--- config.mk ---
export PLATFORM = sky130hd
export DESIGN_NAME = output_mode_sequencer
export DESIGN_NICKNAME = d
export VERILOG_FILES = /design/src/rtl/output_mode_sequencer.sv
export SDC_FILE = /design/constraint.sdc
export NUM_CORES = 1
export LEC_CHECK = 0
export ABC_CLOCK_PERIOD_IN_PS = 6580
export CAP_MARGIN = 40
export CELL_PAD_IN_SITES_DETAIL_PLACEMENT = 1
export CELL_PAD_IN_SITES_GLOBAL_PLACEMENT = 2
export CORE_MARGIN = 4
export CORE_UTILIZATION = 35
export DETAILED_ROUTE_END_ITERATION = 16
export PLACE_DENSITY_LB_ADDON = 0.25
export SLEW_MARGIN = 30
export SYNTH_ARGS = -nofsm -noshare
export SYNTH_HDL_FRONTEND = slang
export SYNTH_SLANG_ARGS = --single-unit
--- constraint.sdc ---
create_clock -name clk -period 6.58 [get_ports clk]
set_input_delay 0.658 -clock clk [delete_from_list [all_inputs] [get_ports clk]]
set_output_delay 0.658 -clock clk [all_outputs]
set_load 0.05 [all_outputs]
--- src/rtl/output_mode_sequencer.sv ---
// output_mode_sequencer: break-before-make sequencing of the
// PWM / R2R / buzzer output enables from a push button or host request.
module output_mode_sequencer #(
    parameter int DEBOUNCE_CYCLES = 4,
    parameter int DEAD_CYCLES     = 3
) (
    input  logic       clk,
    input  logic       reset_n,
    input  logic       btn_raw,
    input  logic       sel_valid,
    input  logic [1:0] sel_mode,
    output logic       sel_ready,
    output logic [1:0] mode,
    output logic       pwm_enable,
    output logic       r2r_enable,
    output logic       buzzer_enable,
    output logic       busy
);

    localparam int DB_W = $clog2(DEBOUNCE_CYCLES + 1);
    localparam int DT_W = $clog2(DEAD_CYCLES + 1);
    localparam logic [DB_W-1:0] DB_LAST = DB_W'(DEBOUNCE_CYCLES - 1);
    localparam logic [DT_W-1:0] DT_LOAD = DT_W'(DEAD_CYCLES - 1);

    typedef enum logic {
        ST_ACTIVE,
        ST_SWITCH
    } state_t;

    state_t            r_state;
    logic              r_sync1;
    logic              r_sync2;
    logic              r_deb_level;
    logic              r_deb_prev;
    logic [DB_W-1:0]   r_deb_cnt;
    logic [DT_W-1:0]   r_dead_cnt;
    logic [1:0]        r_mode;
    logic [1:0]        r_target;
    logic [2:0]        r_en;
    logic              r_busy;

    logic              w_press;
    logic              w_req_valid;
    logic [1:0]        w_req_mode;

    // One-hot enable pattern {pwm, r2r, buzzer} for a mode
    function automatic logic [2:0] en_of(input logic [1:0] m);
        logic [2:0] e;
        case (m)
            2'b01:   e = 3'b100;
            2'b10:   e = 3'b010;
            2'b11:   e = 3'b001;
            default: e = 3'b000;
        endcase
        return e;
    endfunction

    // Two-flop synchronizer for the asynchronous button
    always_ff @(posedge clk or negedge reset_n) begin
        if (!reset_n) begin
            r_sync1 <= 1'b0;
            r_sync2 <= 1'b0;
        end else begin
            r_sync1 <= btn_raw;
            r_sync2 <= r_sync1;
        end
    end

    // Debounce: level flips after a run of consecutive differing samples
    always_ff @(posedge clk or negedge reset_n) begin
        if (!reset_n) begin
            r_deb_level <= 1'b0;
            r_deb_prev  <= 1'b0;
            r_deb_cnt   <= '0;
        end else begin
            r_deb_prev <= r_deb_level;
            if (r_sync2 != r_deb_level) begin
                if (r_deb_cnt == DB_LAST) begin
                    r_deb_level <= ~r_deb_level;
                    r_deb_cnt   <= '0;
                end else begin
                    r_deb_cnt <= r_deb_cnt + DB_W'(1);
                end
            end else begin
                r_deb_cnt <= '0;
            end
        end
    end

    assign w_press = r_deb_level & ~r_deb_prev;

    // Host request has priority; a simultaneous press is dropped
    always_comb begin
        w_req_valid = 1'b0;
        w_req_mode  = r_mode;
        if (sel_valid) begin
            w_req_valid = 1'b1;
            w_req_mode  = sel_mode;
        end else if (w_press) begin
            w_req_valid = 1'b1;
            w_req_mode  = r_mode + 2'd1;
        end
    end

    // Mode FSM: hold all enables low for the dead time on a change
    always_ff @(posedge clk or negedge reset_n) begin
        if (!reset_n) begin
            r_state    <= ST_ACTIVE;
            r_mode     <= 2'b00;
            r_target   <= 2'b00;
            r_dead_cnt <= '0;
            r_en       <= 3'b000;
            r_busy     <= 1'b0;
        end else begin
            case (r_state)
                ST_ACTIVE: begin
                    if (w_req_valid && (w_req_mode != r_mode)) begin
                        r_state    <= ST_SWITCH;
                        r_target   <= w_req_mode;
                        r_dead_cnt <= DT_LOAD;
                        r_en       <= 3'b000;
                        r_busy     <= 1'b1;
                    end else begin
                        r_en <= en_of(r_mode);
                    end
                end
                ST_SWITCH: begin
                    if (r_dead_cnt == '0) begin
                        r_state <= ST_ACTIVE;
                        r_mode  <= r_target;
                        r_en    <= en_of(r_target);
                        r_busy  <= 1'b0;
                    end else begin
                        r_dead_cnt <= r_dead_cnt - DT_W'(1);
                    end
                end
                default: begin
                    r_state <= ST_ACTIVE;
                end
            endcase
        end
    end

    assign sel_ready     = (r_state == ST_ACTIVE);
    assign mode          = r_mode;
    assign pwm_enable    = r_en[2];
    assign r2r_enable    = r_en[1];
    assign buzzer_enable = r_en[0];
    assign busy          = r_busy;

endmodule

==> results.py <==
metrics = {
    "logic_synthesis": {
        "muxShareOfSynthArea_pct": 7.341,
        "yosys.area_share.simple_pct": 14.40,
        "netlist_instances": 78,
        "synth_ff_type": "dfrtp_1",
        "yosys_warnings": 0,
        "syn_area_um2": 903.4,
        "async_flop_share_pct": 100.0,
        "avgSynthCellArea_um2": 11.58,
        "synth_edf_count": 0,
        "ys_seq_elements": 18,
        "synth_xor_area_share_pct": 3.878,
        "synth_compound_area_share_pct": 13.43,
        "synth_nets": 89,
        "synthAdderAreaFrac_pct": 6.925,
        "synth_top_family_by_area": "simple AND/OR/NAND/NOR gates",
        "synth_cell_types": 31,
        "synth-seq-area-share_pct": 49.86,
    },
    "timing": {
        "tightest_slew_ns": 0.4947,
        "period_share_pct": 37.98,
        "slew_violations": 0,
        "slew_headroom_pct": 66.91,
        "finalHoldViolCount": 0,
        "finalSetupViolations": 0,
        "rsz0062_at_grt": "no",
        "max_freq_mhz": 400.2,
        "clock_skew_ns": 0.003131,
        "post-route-min-period_ns": 2.499,
        "holdWs_ns": 0.3776,
        "setup-tns-final_ns": 0,
    },
    "run": {
        "maxCapViolCount": 0,
    },
    "pwr": {
        "swShare_pct": 43.22,
        "p_clk_share_pct": 12.3,
        "p_per_area_nw_per_um2": 506.0,
        "power_frac_seq_pct": 36.3,
        "p_comb_share_pct": 51.4,
        "p_int_w": 0.0003131,
        "ir_drop_mv": 0.2427,
        "p_leak_nw": 0.4935,
        "power_w": 0.0005514,
        "p_switching_w": 0.0002383,
    },
    "cts": {
        "root_buffer": "clkbuf_4",
        "postCtsResizedCells": 0,
        "clk_latency_ns": 0.29,
        "h-tree-depth": 1,
        "cts_setup_buffers": 0,
        "hold_buffers": 0,
        "cts_made_buffers": 3,
        "cts_tree": "yes",
        "clk_pin_slew_ns": 0.10,
        "clockBufferDepth": 2,
        "clkSinkCount": 18,
    },
    "final_layout": {
        "fin_nets": 104,
        "layout-drive-gt1-share_pct": 10.87,
        "antenna-diode-count": 0,
        "syn_to_final_growth_pct": 20.64,
        "fill_cells": 275,
        "final_cell_count_no_fill": 122,
    },
    "detailed_routing": {
        "routed_wl_um": 1597,
        "post-route-drc-count": 0,
        "wire_per_inst_um": 13.09,
        "via_per_inst": 5.156,
        "drt_pass1_iterations": 2,
        "antenna_left": 0,
        "vias": 629,
        "drt_iter0_markers": 1,
    },
    "floorplan": {
        "die_area_um2": 3458,
        "initial_core_util_pct": 36.46,
        "ios": 13,
        "core_area_um2": 2477,
        "num_rows": 18,
        "die_h_um": 58.81,
        "die_w_um": 58.81,
    },
    "critical_path": {
        "endpoint_kind": "output port",
        "required_ns": 5.92,
        "crit_type": "flip-flop to output port",
        "cp.arrival_ns": 1.84,
        "cp-start-kind": "flip-flop",
        "rrSetupSlack_ns": 4.29,
        "worstPathMaxFanout": 9,
    },
    "global_route": {
        "grt_pass1_wl_um": 2794,
        "grt_max_degree": 19,
        "grt_pass1_vias": 652,
        "overflow": 0,
        "antenna_found_initial": 0,
        "grt_util_all_layers_pct": 10.55,
    },
    "place": {
        "hpwl_um": 1224,
        "dpl.cell_count": 117,
        "gp_congestion": 0.7801,
        "io_buffer_count": 12,
    },
    "hold_path": {
        "min_path_type": "flip-flop to flip-flop",
    },
    "status": {
        "status": "complete, no violations",
    },
}
==> area by class of cell <==
class / instances / area, um2 / share of cell area (%)
timing repair buffer: 13 / 131.4 / 12.06
clock buffer: 4 / 36.28 / 3.329
multi-input combinational: 52 / 415.4 / 38.12
inverter: 5 / 18.77 / 1.722
tap: 30 / 37.54 / 3.444
sequential: 18 / 450.4 / 41.33
==> registers in the layout, summed over array words and instances, names as in the netlist <==
| name | cells |
|---|---|
| busy | 1 |
| r_sync1 | 1 |
| r_deb_level | 1 |
| r_deb_prev | 1 |
| r_target | 2 |
| r_sync2 | 1 |
| r_deb_cnt | 3 |
| r_dead_cnt | 2 |
| r_state | 1 |
| r_en | 3 |
| mode | 2 |
==> worst paths after layout <==
path	startpoint	cells past startpoint	to
worst max-delay path	r_state	2	sel_ready
min in group asynchronous	reset_n	1	r_target[0]
worst max register to register	mode[0]	6	r_target[0]
worst min-delay path	r_sync1	0	r_sync2
worst min register to register	r_sync1	0	r_sync2
max in group asynchronous	reset_n	2	r_deb_cnt[1]
==> placed cells by master, fill, tap and decap left out, types with 2 or more instances in the layout <==
cell type	instances
xnor2_1	3
nand2b_1	5
nand2_1	7
mux2_2	3
nor3b_1	2
clkdlybuf4s50_1	12
dfrtp_1	18
clkbuf_4	3
nand3b_1	2
a21oi_1	3
ha_1	5
inv_1	5
mux2_1	2
a41o_1	2
nor2b_1	2
==> worst max-delay path: stages (launching register included) <==
cell,delay [ns]
dfrtp_1,0.50
inv_1,0.22
clkdlybuf4s50_1,0.84
==> kinds of logic (layout without fill, tap and decap cells) <==
kind of cell             after synthesis  in the layout
AO/OA/AOI/OAI                         16             16
adder cells (fa/ha/maj)                5              5
multiplexers                           6              6
AND/OR/NAND/NOR                       21             21
flip-flops                            18             18
XOR/XNOR                               4              4
buffers and inverters                  8             22
==> metrics by stage <==
stage | setup slack (ns) | instance area [um2] | utilization, %
4_1_cts | 4.061 | 1079 | 43.54
3_5_place_dp | 3.883 | 1042 | 42.07
3_3_place_gp | 3.931 | 1042 | 42.07
6_report | 4.081 | 1090 | 43.99
5_1_grt | 3.988 | 1090 | 43.99
2_1_floorplan | 4.116 | 903.4 | -
==> Yosys cell counts (2+ instances only) <==
cell	n	share of area (%)
dfrtp_1	18	50
nand2_1	7	2.9
ha_1	5	6.9
inv_1	5	2.1
nand2b_1	5	3.5
a21oi_1	3	1.7
mux2_2	3	3.7
xnor2_1	3	2.9
a41o_1	2	2.2
clkbuf_1	2	0.83
mux2_1	2	2.5
nand3b_1	2	1.7
nor2b_1	2	1.4
nor3b_1	2	1.7
==> metal layers <==
| layer | wire (um) | vias to the layer above | part of all wire, % | global-route usage [%] |
|---|---|---|---|---|
| met2 | 778 | 9 | 49 | 18.45 |
| met5 | 0 | - | 0 | 0 |
| met3 | 66 | 2 | 4.1 | 2.632 |
| met1 | 734 | 312 | 46 | 12.77 |
| met4 | 17 | 0 | 1.1 | 2.913 |
| li1 | - | 306 | - | - |
==> power groups by stage <==
stage | registers [W] | clock network, W | logic [W]
2_1_floorplan | 0.000243 | 0 | 0.000165
3_3_place_gp | 0.000203 | 0 | 0.000280
3_5_place_dp | 0.000204 | 0 | 0.000286
4_1_cts | 0.000202 | 0.0000713 | 0.000288
5_1_grt | 0.000209 | 0.0000755 | 0.000314
6_report | 0.000200 | 0.0000677 | 0.000283
No activity file was read; power rests on OpenSTA's default activity.
